File: src/rtl/noc_pe_interface.sv
// PE-side network interface: packetizes core commands into header+payload flits toward the
// router and reframes incoming router flits (sop/eop/err) for the core.
module noc_pe_interface #(
   parameter int n       = 32,
   parameter int COORD_W = 4,
   parameter int SRCX    = 0,
   parameter int SRCY    = 0
) (
   input  logic                          clk,
   input  logic                          rst,
   input  logic                          tx_cmd_valid,
   output logic                          tx_cmd_ready,
   input  logic [COORD_W-1:0]            tx_dst_x,
   input  logic [COORD_W-1:0]            tx_dst_y,
   input  logic [n-4*COORD_W-1:0]        tx_len,
   input  logic                          tx_data_valid,
   output logic                          tx_data_ready,
   input  logic [n-1:0]                  tx_data,
   output logic                          net_out_req,
   input  logic                          net_out_ack,
   output logic [n-1:0]                  net_out_data,
   input  logic                          net_in_req,
   output logic                          net_in_ack,
   input  logic [n-1:0]                  net_in_data,
   output logic                          rx_valid,
   input  logic                          rx_ready,
   output logic [n-1:0]                  rx_data,
   output logic                          rx_sop,
   output logic                          rx_eop,
   output logic                          rx_err
);

   localparam int LEN_W = n - 4*COORD_W;
   localparam logic [COORD_W-1:0] SRC_X = COORD_W'(SRCX);
   localparam logic [COORD_W-1:0] SRC_Y = COORD_W'(SRCY);

   localparam logic [1:0] T_IDLE = 2'd0;
   localparam logic [1:0] T_HDR  = 2'd1;
   localparam logic [1:0] T_BODY = 2'd2;

   localparam logic [0:0] R_HDR  = 1'b0;
   localparam logic [0:0] R_BODY = 1'b1;

   logic [1:0]       tx_state;
   logic             run;
   logic [LEN_W-1:0] tx_cnt;
   logic [LEN_W-1:0] ld_left;
   logic             tx_fire;
   logic             tx_load;

   logic [0:0]       rx_state;
   logic [LEN_W-1:0] rx_cnt;
   logic             rx_take;
   logic [LEN_W-1:0] in_len;

   // run keeps tx_cmd_ready low through reset and rises the cycle after release
   assign tx_cmd_ready  = run && (tx_state == T_IDLE);
   assign tx_fire       = net_out_req && net_out_ack;
   assign tx_data_ready = run && (tx_state != T_IDLE) && (ld_left != '0) &&
                          (!net_out_req || net_out_ack);
   assign tx_load       = tx_data_valid && tx_data_ready;

   // NOTE: state registers use non-blocking assignments so every always_ff reads pre-edge values.
   always_ff @(posedge clk) begin
      if (!rst) begin
         tx_state     <= T_IDLE;
         run          <= 1'b0;
         tx_cnt       <= '0;
         ld_left      <= '0;
         net_out_req  <= 1'b0;
         net_out_data <= '0;
      end else begin
         run <= 1'b1;
         case (tx_state)
            T_IDLE: begin
               if (tx_cmd_valid && tx_cmd_ready) begin
                  net_out_data <= {tx_dst_x, tx_dst_y, SRC_X, SRC_Y, tx_len};
                  net_out_req  <= 1'b1;
                  tx_cnt       <= tx_len;
                  ld_left      <= tx_len;
                  tx_state     <= T_HDR;
               end
            end
            T_HDR, T_BODY: begin
               if (tx_load) begin
                  net_out_data <= tx_data;
                  net_out_req  <= 1'b1;
                  ld_left      <= ld_left - LEN_W'(1);
               end else if (tx_fire) begin
                  net_out_req <= 1'b0;
               end
               // in T_HDR tx_cnt still holds len; in T_BODY it counts unacked payload flits
               if (tx_fire) begin
                  if (tx_state == T_HDR) begin
                     tx_state <= (tx_cnt == '0) ? T_IDLE : T_BODY;
                  end else begin
                     tx_cnt <= tx_cnt - LEN_W'(1);
                     if (tx_cnt == LEN_W'(1)) tx_state <= T_IDLE;
                  end
               end
            end
            default: tx_state <= T_IDLE;
         endcase
      end
   end

   assign net_in_ack = !rx_valid || rx_ready;
   assign rx_take    = net_in_req && net_in_ack;
   assign in_len     = net_in_data[LEN_W-1:0];

   always_ff @(posedge clk) begin
      if (!rst) begin
         rx_state <= R_HDR;
         rx_cnt   <= '0;
         rx_valid <= 1'b0;
         rx_data  <= '0;
         rx_sop   <= 1'b0;
         rx_eop   <= 1'b0;
         rx_err   <= 1'b0;
      end else if (rx_take) begin
         rx_valid <= 1'b1;
         rx_data  <= net_in_data;
         if (rx_state == R_HDR) begin
            rx_sop <= 1'b1;
            rx_err <= (net_in_data[n-1 -: 2*COORD_W] != {SRC_X, SRC_Y});
            rx_eop <= (in_len == '0);
            rx_cnt <= in_len;
            if (in_len != '0) rx_state <= R_BODY;
         end else begin
            // misrouted packets still stream through; rx_err stays as the header set it
            rx_sop <= 1'b0;
            rx_eop <= (rx_cnt == LEN_W'(1));
            rx_cnt <= rx_cnt - LEN_W'(1);
            if (rx_cnt == LEN_W'(1)) rx_state <= R_HDR;
         end
      end else if (rx_ready) begin
         rx_valid <= 1'b0;
      end
   end

endmodule

File: config.mk
export PLATFORM = sky130hd
export DESIGN_NAME = noc_pe_interface
export DESIGN_NICKNAME = d
export VERILOG_FILES = /design/src/rtl/noc_pe_interface.sv
export SDC_FILE = /design/constraint.sdc
export NUM_CORES = 1
export LEC_CHECK = 0
export ABC_CLOCK_PERIOD_IN_PS = 4000
export CAP_MARGIN = 20
export CORE_ASPECT_RATIO = 1.25
export CORE_UTILIZATION = 35
export DETAILED_ROUTE_END_ITERATION = 8
export PLACE_DENSITY = 0.59
export SKIP_CTS_REPAIR_TIMING = 1
export SLEW_MARGIN = 40
export SYNTH_ARGS = -nofsm -noshare
export SYNTH_HDL_FRONTEND = slang
export SYNTH_SLANG_ARGS = --single-unit
File: constraint.sdc
create_clock -name clk -period 4 [get_ports clk]
set_clock_uncertainty 0.05 [all_clocks]
set_input_delay 0.6 -clock clk [delete_from_list [all_inputs] [get_ports clk]]
set_output_delay 0.6 -clock clk [all_outputs]
set_load 0.05 [all_outputs]
* Yosys cells after proc, flatten, opt, wreduce, memory -nomap -nowiden
Cells that the tools add are included.
** Operators by class
- Add/subtract/negate cells :: 3
- Multiply operators :: 0
- Divide/modulo/power cells :: 0
- Magnitude comparators :: 0
- Equal/unequal tests :: 10
- Shift operators :: 0
- Mux-type cells :: 28
- Bitwise operators :: 1
- Reductions and logical operators :: 27
** Operators by type and width (count)
- $mux W16 :: 5
- $mux W32 :: 2
- $pmux W16 S2 :: 2
- $pmux W32 S2 :: 1
- $sub A16 B1 Y16 const B :: 3
- $eq A16 B1 Y1 const B :: 2
- $logic_not A16 Y1 :: 2
- $reduce_bool A16 Y1 :: 2
- $mux W1 :: 11
- $mux W2 :: 5
- $reduce_and A3 Y1 :: 3
- $logic_and A1 B1 Y1 :: 8
- $reduce_bool A8 Y1 :: 1
- $ne A2 B2 Y1 const B :: 3
- $ne A3 B3 Y1 const B :: 2
- $reduce_bool A2 Y1 :: 3
- $pmux W2 S2 :: 1
- $reduce_and A4 Y1 :: 1
- $eq A2 B1 Y1 const B :: 1
- $eq A2 B2 Y1 const B :: 1
- $logic_not A1 Y1 :: 2
- $logic_not A2 Y1 :: 1
- $logic_or A1 B1 Y1 :: 2
- $ne A2 B1 Y1 const B :: 1
- other kinds (4) :: 4
** Storage, ports and cells
- Register bits :: 121
- Latch bits :: 0
- Memory bits (writable) :: 0
- ROM bits :: 0
- Bits of input ports :: 95
- Output and inout port bits :: 72
- Word-level logic and storage cells :: 82
- Memories kept :: 0

* Longest topological paths before layout
Gate-level depths: netlist of run 1.
- Word-level depth :: 7
- Gate-level depth with buffers :: 9

* Worst setup path after synthesis of run 1
OpenSTA, ideal clock, no wires.
- Path type :: register to output
- Start :: register ld_left[0]
- End :: output tx_data_ready
- Arrival time :: 2457 ps
- Required time :: 3350 ps
- Setup slack :: 893 ps
- Cell stages (with the launch flop) :: 6
- Path buffers :: 0
- Path through :: dfxtp_1 -> inv_1 -> ha_1 -> or4b_2 -> nor4_1 -> nor4b_1
** On the way
- Word-level cells in the longest chain between the ends :: 3
** RTL lines
- from (decl) :: line 47 : logic [LEN_W-1:0] ld_left;
- from (signal assigned) :: line 80 : ld_left <= tx_len;
- from (signal assigned) :: line 88 : ld_left <= ld_left - LEN_W'(1);
- $reduce_bool A16 Y1 :: line 59 : assign tx_data_ready = run && (tx_state != T_IDLE) && (ld_left != '0) &&
- $logic_and A1 B1 Y1 (2 in series) :: line 59
- to (decl) :: line 17 : output logic tx_data_ready,
Every way passes these cells.

* Worst setup path in the final report of run 1
Ends and elaborated chain as after synthesis.

==> key figures, run 1 <==
Outcome
  – Status: finished clean

Power
  – Power Total: 5.83 mW
  – P_int: 3.46 mW
  – Leak: 3.04 nW
  – Switching Share: 40.7%
  – Power share of the clock group: 29.4%
  – NetSw: 2.37 mW
  – Peak supply drop: 0.390 mV
  – Reg power frac: 28.0%
  – PwrDens: 692 mW/mm²
  – Comb pwr share: 42.6%

Global route
  – First-pass GRT wire length: 29700 µm
  – GR Overflow Total: 0
  – Initial antenna violation count: 0
  – Total track usage: 21.7%
  – Grt met2 use: 37.5%
  – Vias in the first global route: 5805
  – Busiest grt layer: met2
  – Largest net degree at the start of global routing: 57
  – Grt met1 use: 25.4%
  – Met3 Use GR: 3.78%

Setup path
  – Critical path's top delay family: simple AND/OR/NAND/NOR gates
  – CP peak stage delay: 0.71 ns
  – RR Startpoint: tx_state[0]
  – Maximum fanout along the worst path: 5
  – Crit end category: output port
  – Worst r2r path cells: 8
  – Crit-path cells: inv_1 -> ha_1 -> or4b_2 -> nor4_1 -> nor4b_1 -> clkdlybuf4s50_1
  – Worst R2R End: net_out_data[25]
  – Setup crit end: tx_data_ready
  – Reg2reg setup slack: 1.22 ns
  – Crit path buffers/inverters: 2
  – Critical path's slowest cell: clkdlybuf4s50_1
  – Setup CP Type: register to output port
  – CP Data Required Time: 3.35 ns
  – Crit path from: ld_left[0]
  – Critical path depth: 6
  – Type of origin of the critical path: register
  – Critical Path AT: 2.70 ns

STA
  – Final Setup Violations: 0
  – Fin crit period: 3.35 ns
  – Max-Slew Margin vs Limit: 44.4%
  – Pins Over Slew Limit: 0
  – Worst Max-Slew Pin Slew: 0.833 ns
  – Period utilization: 83.6%
  – Final hold vios: 0
  – Unrepaired setup endpoints after global routing: no
  – Setup TNS: 0 ns
  – Fmax: 299 MHz

Clock network
  – Max clock buf depth: 2
  – Total CTS buffers: 17
  – Clk slew on worst S/H paths: 0.06 ns
  – CTS sink cnt: 121
  – Worst skew pair latency: 0.42 ns
  – H-tree depth: 4
  – CTS root buf: clkbuf_16
  – CTS tree: done

Placed design
  – Routability Congestion: 0.856
  – Port-buffer cells: 166
  – Placed Area: 0.00777 mm²
  – Post-placement cell count: 1101
  – HPWL Detailed: 13300 µm

Logic synthesis
  – Post-synth top area cell: dfxtp_1
  – Post-Syn Nets: 863
  – Synth unique cells: 58
  – Top cell type's share of synthesized area: 40.9%
  – Post-synth top cells: dfxtp_1 (121), nand2_1 (121), a21oi_1 (85)
  – Average cell area after synthesis: 7.81 µm²
  – Yosys warns: 0
  – Synth top area cells: dfxtp_1 (41%), nand2_1 (7.7%), a21oi_1 (7.2%)
  – Synthesized flop and latch total: 121
  – Number of synthesized flops with an enable pin: 0
  – Top FF cell, synth: dfxtp_1
  – Seq/Total Area, Yosys: 40.9%
  – Post-Syn Area: 0.00592 mm²
  – Post-synthesis async set-or-reset flop share: 0%
  – Post-Syn Instances: 758

Layout
  – Final nets: 1009
  – Final Non-Filler Cells: 1133
  – Diode count: 0
  – Layout cells sized above 1: 6.98%
  – Final Util: 51.6%
  – Layout area overhead: 42.4%
  – Final non-filler cell area: 0.00843 mm²

Floorplanning
  – Core ar.: 0.0163 mm²
  – IO Count: 167
  – Die H: 147 µm
  – Row count: 52
  – Die W: 118 µm
  – Initial Utilization: 36.2%
  – Die Area: 0.0174 mm²

Route
  – Remaining antenna violation count: 0
  – Vias per cell: 5.45
  – Via count: 6173
  – Wire per inst: 16.7 µm
  – DRC: 0
  – First drt pass iteration count: 5
  – Drt total wl: 18900 µm
  – 1st-iter DRT viols: 452

Job
  – Max Cap Violations: 0

Min path
  – Worst min path class: register to register
  – Min-Delay Path Depth: 2
## flip-flops by register name, indices dropped and copies added, names as in the netlist
name / flops
rx_cnt: 16
run: 1
rx_state: 1
tx_state: 2
rx_data: 32
ld_left: 16
net_out_req: 1
rx_valid: 1
tx_cnt: 16
rx_eop: 1
rx_err: 1
rx_sop: 1
net_out_data: 32
## worst min path at each step
| stage | start | endpoint | slack (ns) |
|---|---|---|---|
| after CTS | rx_data[16] | rx_data[16] | 0.40 |
| after floorplan | tx_cnt[6] | tx_cnt[6] | 0.39 |
| after global placement | net_out_data[22] | net_out_data[22] | 0.39 |
| final | net_out_data[19] | net_out_data[19] | 0.40 |
| after global routing | net_out_data[19] | net_out_data[19] | 0.42 |
| after detailed placement | rx_data[16] | rx_data[16] | 0.40 |
## metal layers
| layer | vias up | part of all wire [%] | wire length (µm) |
|---|---|---|---|
| met5 | - | 0 | 0 |
| met4 | 0 | 3.2 | 602 |
| met3 | 36 | 5.2 | 977 |
| met2 | 221 | 50 | 9390 |
| met1 | 2890 | 42 | 7940 |
| li1 | 3026 | - | - |
## kinds of logic after synthesis
family | share of synthesized area (%)
AO/OA/AOI/OAI | 25.3
XOR/XNOR | 0.148
adder cells (fa/ha/maj) | 2.11
buffers and inverters | 4.44
flip-flops | 40.9
multiplexers | 2.22
AND/OR/NAND/NOR | 24.8
## stage by stage
step	worst slack (ns)	hold slack, ns
final	0.655	0.403
after global routing	0.502	0.423
after CTS	0.622	0.405
after detailed placement	1.03	0.397
after global placement	1.03	0.391
after floorplan	0.893	0.394
## cell type report
class / count / area [µm²]
clock buffers: 19 / 443
clock inverters: 13 / 215
fillers: 1557 / 7900
inverters: 17 / 65.1
multi-input cells: 568 / 3240
flip-flops and latches: 121 / 2420
well taps: 216 / 270
repair buffers: 179 / 1770
## cell usage in the layout (no fill, tap or decap), types with 5 or more instances in the layout
master	n
clkdlybuf4s50_1	166
nand2_1	121
dfxtp_1	121
a21oi_1	85
nor2_1	58
o21ai_0	54
nor3_1	20
a211oi_1	19
nor4_1	18
nor2b_1	17
clkbuf_16	17
inv_1	16
nand3_1	16
nand2b_1	14
mux2i_1	12
buf_4	12
o31a_1	11
or3_1	9
ha_1	9
a22oi_1	8
o31ai_1	8
a311oi_1	8
a31oi_1	7
o21a_1	7
a21boi_0	5
a31o_2	5
bufinv_16	5
## worst min-delay path: stages (launching register included)
cell	delay (ns)
dfxtp_1	0.31
nand2_1	0.05
a21oi_1	0.05
## power groups by stage
stage               registers (mW)  clock network [mW]  logic [mW]
floorplan                     2.04                   0        1.29
global placement              1.63                   0        2.44
detailed placement            1.65                   0        2.47
CTS                           1.63                1.74        2.48
global route                  1.67                1.80        2.67
finish                        1.63                1.71        2.48
(Power assumes the default switching activity.)
==> inputs of run 2 (changes only) <==
- ABC_CLOCK_PERIOD_IN_PS: 4000 -> 3100
- clock period: 4 -> 3.1 ns (I/O delays scaled with it)
==> run 2 against run 1 <==
Sequential share of layout area is 0.37 points lower. Clock power rose by 35%. Via count grew 0.75%. Wire length increased by 0.15%. Critical path type unchanged. Largest cell class unchanged. Largest power group unchanged. Highest routed layer unchanged.
==> key figures, run 2 (same netlist as run 1, synthesis figures left out) <==
Placed design
  – Routability Congestion: 0.884 (+3.3%)
  – Port-buffer cells: 166 (unchanged)
  – HPWL Detailed: 13600 µm (+1.7%)
  – Placed Area: 0.00783 mm² (+0.79%)

Layout
  – Commonest non-fill, non-tap cell in the layout: clkdlybuf4s50_1
  – Layout cells sized above 1: 8.10% (+1.1 points)
  – Commonest non-fill, non-tap cells in the layout: clkdlybuf4s50_1 (165), nand2_1 (121), dfxtp_1 (121)
  – Final non-filler cell area: 0.00854 mm² (+1.3%)
  – Final nets: 1018 (+0.89%)
  – Diode count: 0 (unchanged)
  – Layout area overhead: 44.3%
  – Biggest regs: net_out_data (32), rx_data (32)

Setup path
  – Critical Path AT: 2.40 ns (-0.30 ns)
  – Crit-path cells: inv_1 -> ha_1 -> or4b_2 -> nor4_2 -> nor4b_1 -> dlymetal6s2s_1
  – Setup CP Type: register to output port
  – CP peak stage delay: 0.61 ns (-0.10 ns)
  – Type of origin of the critical path: register
  – Maximum fanout along the worst path: 5 (unchanged)
  – CP Data Required Time: 2.58 ns (-0.77 ns)
  – Crit path buffers/inverters: 2 (unchanged)
  – Critical path's slowest cell: or4b_2
  – Crit end category: output port
  – Critical path's top delay family: simple AND/OR/NAND/NOR gates

Clock network
  – Clk slew on worst S/H paths: 0.06 ns (about the same)
  – CTS tree: done
  – Total CTS buffers: 17 (unchanged)
  – CTS root buf: clkbuf_16
  – CTS sink cnt: 121 (unchanged)
  – Max clock buf depth: 2 (unchanged)
  – Worst skew pair latency: 0.42 ns (about the same)
  – H-tree depth: 4 (unchanged)

Global route
  – GR Overflow Total: 0 (unchanged)
  – Initial antenna violation count: 0 (unchanged)
  – Vias in the first global route: 5975 (+2.9%)
  – Largest net degree at the start of global routing: 44 (-23%)
  – First-pass GRT wire length: 29900 µm (+0.40%)
  – Total track usage: 21.5% (-0.14 points)

Power
  – Leak: 3.11 nW (+2.4%)
  – PwrDens: 901 mW/mm² (+30%)
  – Switching Share: 40.2% (-0.45 points)
  – Power share of the clock group: 30.1% (+0.7 points)
  – Comb pwr share: 42.6% (about the same)
  – P_int: 4.60 mW (+33%)
  – Peak supply drop: 0.481 mV (+23%)
  – NetSw: 3.10 mW (+31%)
  – Reg power frac: 27.3% (-0.7 points)

Route
  – DRC: 0 (unchanged)
  – Drt total wl: 18900 µm (+0.15%)
  – Via count: 6219 (+0.75%)
  – Vias per cell: 5.45 (about the same)
  – Remaining antenna violation count: 0 (unchanged)
  – First drt pass iteration count: 5 (unchanged)
  – Wire per inst: 16.6 µm (-0.64%)
  – 1st-iter DRT viols: 535 (+18%)

Floorplanning
  – IO Count: 167 (unchanged)
  – Die H: 147 µm (unchanged)
  – Die Area: 0.0174 mm² (unchanged)
  – Row count: 52 (unchanged)
  – Core ar.: 0.0163 mm² (unchanged)
  – Initial Utilization: 36.2% (unchanged)
  – Die W: 118 µm (unchanged)

STA
  – Max-Slew Margin vs Limit: 55.2% (+11 points)
  – Fin crit period: 2.91 ns
  – Worst Max-Slew Pin Slew: 0.670 ns (-0.163 ns)
  – Final Setup Violations: 0 (unchanged)
  – Final hold vios: 0 (unchanged)
  – Unrepaired setup endpoints after global routing: no
  – Pins Over Slew Limit: 0 (unchanged)
  – Fmax: 343 MHz
  – Setup TNS: 0 ns (unchanged)
  – Period utilization: 94.0%

Job
  – Max Cap Violations: 0 (unchanged)

Min path
  – Worst min path class: register to register

Outcome
  – Status: finished clean
==> run 2: cell count changes in the layout (fill, tap and decap cells not counted) <==
cell	change
nor4_1	-1
clkinv_4	+1
dlymetal6s2s_1	+1
bufinv_16	+1
inv_6	-2
clkdlybuf4s50_1	-1
clkinvlp_4	+1
clkbuf_1	-1
nor4_2	+1
clkinv_2	-1
clkbuf_8	+1
buf_4	+9
==> run 2: worst register-to-register path: cells and delay by family (launching register included) <==
family,cells,cell delay (ns)
AO/OA/AOI/OAI,2,0.76
adder cells (fa/ha/maj),1,0.64
AND/OR/NAND/NOR,1,0.29
buffers and inverters,2,0.31
flip-flops,1,0.39
==> run 2: stage by stage <==
step                hold slack (ns)  util (%)  cells  setup WS (ns)  power [mW]
finish                        0.404      52.3   1142          0.186        7.70
global route                  0.426      52.3   1142         0.0745        8.11
CTS                           0.406      52.2   1142         -0.303        7.69
detailed placement            0.398      48.0   1110          0.160        5.36
global placement              0.391      48.0   1110          0.217        5.29
floorplan                     0.394         -    758          0.128        4.29
==> run 2: final cells by class <==
class                      count  area [µm²]
timing repair buffer         188        1840
clock inverter                13         239
clock buffer                  19         453
fill                        1526        7790
sequential                   121        2420
multi-input combinational    568        3250
inverter                      17        65.1
tap                          216         270
==> run 2: layer usage <==
layer | track usage (%) | part of all wire [%] | vias to the layer above | wire length (µm)
met1 | 25.5 | 42 | 2892 | 7930
met5 | 0 | 0 | - | 0
li1 | - | - | 3044 | -
met4 | 11.8 | 3.7 | 0 | 703
met3 | 4.05 | 5.8 | 47 | 1110
met2 | 36.8 | 49 | 236 | 9200
==> run 2: power by group through the flow <==
stage,Sequential (mW),Combinational (mW),Clock (mW)
after detailed placement,2.12,3.24,0
after global placement,2.10,3.19,0
after floorplan,2.63,1.66,0
after CTS,2.09,3.25,2.34
after global routing,2.14,3.54,2.42
final,2.10,3.28,2.31
==> run 2: final timing paths <==
check | from | endpoint | slack (ns) | cells after the start
setup / recovery | ld_left[0] | tx_data_ready | 0.19 | 6
hold / removal | net_out_data[20] | net_out_data[20] | 0.40 | 2
setup reg to reg | tx_state[0] | net_out_data[15] | 0.56 | 6
hold reg to reg | net_out_data[20] | net_out_data[20] | 0.40 | 2
==> inputs of run 3 (changes only) <==
- CORE_UTILIZATION: 35 -> 48
- PLACE_DENSITY: 0.59 -> 0.77
==> run 3 against run 2 <==
Hold slack worse by 0.0021 ns. Die area is 27% lower. Sequential power hardly changed. Largest cell class unchanged. Via count is 0.66% higher. Register-to-register slack worse by 0.09 ns. Total power is 5.5% lower. Critical path type unchanged. Count of clock-buffer cells in the layout is 2 higher. Non-clock buffer count is 6 lower.
==> key figures, run 3 (same netlist as run 1, synthesis figures left out) <==
Floorplanning
  – Die H: 126 µm (-14%)
  – Core ar.: 0.0121 mm² (-26%)
  – Row count: 45 (-13%)
  – Die W: 101 µm (-14%)
  – Die Area: 0.0128 mm² (-27%)
  – Initial Utilization: 48.9% (+13 points)
  – IO Count: 167 (unchanged)

Setup path
  – Critical path's slowest cell: or4b_2
  – Critical Path AT: 2.27 ns (-0.13 ns)
  – CP Data Required Time: 2.58 ns (about the same)
  – Setup CP Type: register to output port
  – CP peak stage delay: 0.58 ns (-0.03 ns)
  – Maximum fanout along the worst path: 5 (unchanged)
  – Crit end category: output port
  – Type of origin of the critical path: register
  – Crit-path cells: inv_1 -> ha_1 -> or4b_2 -> nor4_1 -> nor4b_1 -> dlymetal6s2s_1

STA
  – Post-route setup slack: 0.318 ns (+0.133 ns)
  – Pins Over Slew Limit: 0 (unchanged)
  – Final Setup Violations: 0 (unchanged)
  – Period utilization: 89.7% (-4.3 points)
  – Fmax: 360 MHz (+4.8%)
  – Fin Hold WS: 0.402 ns (-0.00212 ns)
  – Worst Max-Slew Pin Slew: 0.812 ns (+0.142 ns)
  – Fin crit period: 2.78 ns (-0.133 ns)
  – Final hold vios: 0 (unchanged)
  – Max-Slew Margin vs Limit: 45.4% (-9.9 points)
  – Unrepaired setup endpoints after global routing: no
  – Setup TNS: 0 ns (unchanged)

Global route
  – Total track usage: 27.6% (+6.0 points)
  – Vias in the first global route: 5910 (-1.1%)
  – Largest net degree at the start of global routing: 58 (+32%)
  – First-pass GRT wire length: 27800 µm (-6.8%)
  – GR Overflow Total: 0 (unchanged)
  – Initial antenna violation count: 0 (unchanged)

Route
  – 1st-iter DRT viols: 480 (-10%)
  – Vias per cell: 5.77 (+6.0%)
  – Highest Signal Layer: met4
  – Remaining antenna violation count: 0 (unchanged)
  – WL met3: 1350 µm (+22%)
  – First drt pass iteration count: 7 (+2)
  – Met1 wire length: 7240 µm (-8.7%)
  – Via count: 6260 (+0.66%)
  – Met2 WL: 8790 µm (-4.4%)
  – Wire per inst: 16.6 µm (+0.22%)
  – Drt total wl: 18000 µm (-4.9%)
  – DRC: 0 (unchanged)

Layout
  – Commonest non-fill, non-tap cells in the layout: clkdlybuf4s50_1 (165), nand2_1 (121), dfxtp_1 (121)
  – Layout area overhead: 40.6%
  – Commonest non-fill, non-tap cell in the layout: clkdlybuf4s50_1
  – Final non-filler cell area: 0.00832 mm² (-2.6%)
  – Diode count: 0 (unchanged)
  – Layout cells sized above 1: 7.07% (-1.0 points)
  – Final nets: 1012 (-0.59%)
  – Biggest regs: net_out_data (32), rx_data (32)

Clock network
  – CTS root buf: clkbuf_16
  – CTS tree: done
  – Total CTS buffers: 17 (unchanged)
  – Clk slew on worst S/H paths: 0.06 ns (about the same)
  – CTS sink cnt: 121 (unchanged)
  – H-tree depth: 4 (unchanged)
  – Worst skew pair latency: 0.41 ns (about the same)
  – Max clock buf depth: 2 (unchanged)

Power
  – PwrDens: 874 mW/mm² (-3.0%)
  – Power Total: 7.27 mW (-5.5%)
  – Leak: 3.03 nW (-2.4%)
  – Peak supply drop: 0.779 mV (+62%)

Job
  – Max Cap Violations: 0 (unchanged)

Outcome
  – Status: finished clean

Placed design
  – Setup WS pre-CTS: 0.374 ns (+0.213 ns)
  – Routability Congestion: 0.901 (+2.0%)
  – Port-buffer cells: 166 (unchanged)
  – Placed Area: 0.00773 mm² (-1.3%)
  – HPWL Detailed: 12500 µm (-7.4%)

Min path
  – Worst min path class: register to register
==> run 3: changes by cell type in the layout (fill, tap and decap cells not counted), moves of 2 or more <==
cell       change
nor4_2         -2
clkinv_2       +3
nor4_1         +2
buf_4          -7
bufinv_16      -4
clkbuf_1       +2
==> run 3: worst paths after layout <==
kind | startpoint | to | slack (ns) | cells after the start
hold / removal | rx_data[21] | rx_data[21] | 0.40 | 2
setup reg to reg | tx_state[0] | ld_left[13] | 0.47 | 8
setup / recovery | ld_left[0] | tx_data_ready | 0.32 | 6
hold reg to reg | rx_data[21] | rx_data[21] | 0.40 | 2
==> run 3: area by class of cell <==
class	instances	area, µm²
Fill cell	1009	3790
Multi-Input combinational cell	568	3230
Sequential cell	121	2420
Timing Repair Buffer	182	1810
Clock buffer	21	460
Tap cell	164	205
Clock inverter	11	121
Inverter	17	63.8
==> run 3: layer usage <==
layer	track usage (%)	vias to the layer above
met5	0	-
met4	14.4	0
met3	6.33	52
met2	46.3	285
met1	32.3	2890
li1	-	3033
==> run 3: worst max-delay path, delay by kind of cell, from the launching register on <==
kind / cells / cell delay [ns]
adder cells (fa/ha/maj): 1 / 0.15
buffers and inverters: 2 / 0.41
flip-flops: 1 / 0.34
AND/OR/NAND/NOR: 3 / 0.95
==> run 3: metrics by stage <==
step | util, % | std cells
floorplan | - | 758
global placement | 63.9 | 1052
detailed placement | 63.9 | 1052
CTS | 68.7 | 1084
global route | 68.7 | 1084
finish | 68.7 | 1084
==> run 3: power breakdown <==
part / leakage [nW] / switching (mW) / internal, mW
logic: 1.76 / 2.07 / 1.17
clock network: 0.283 / 0.708 / 1.22
registers: 0.994 / 0.239 / 1.86
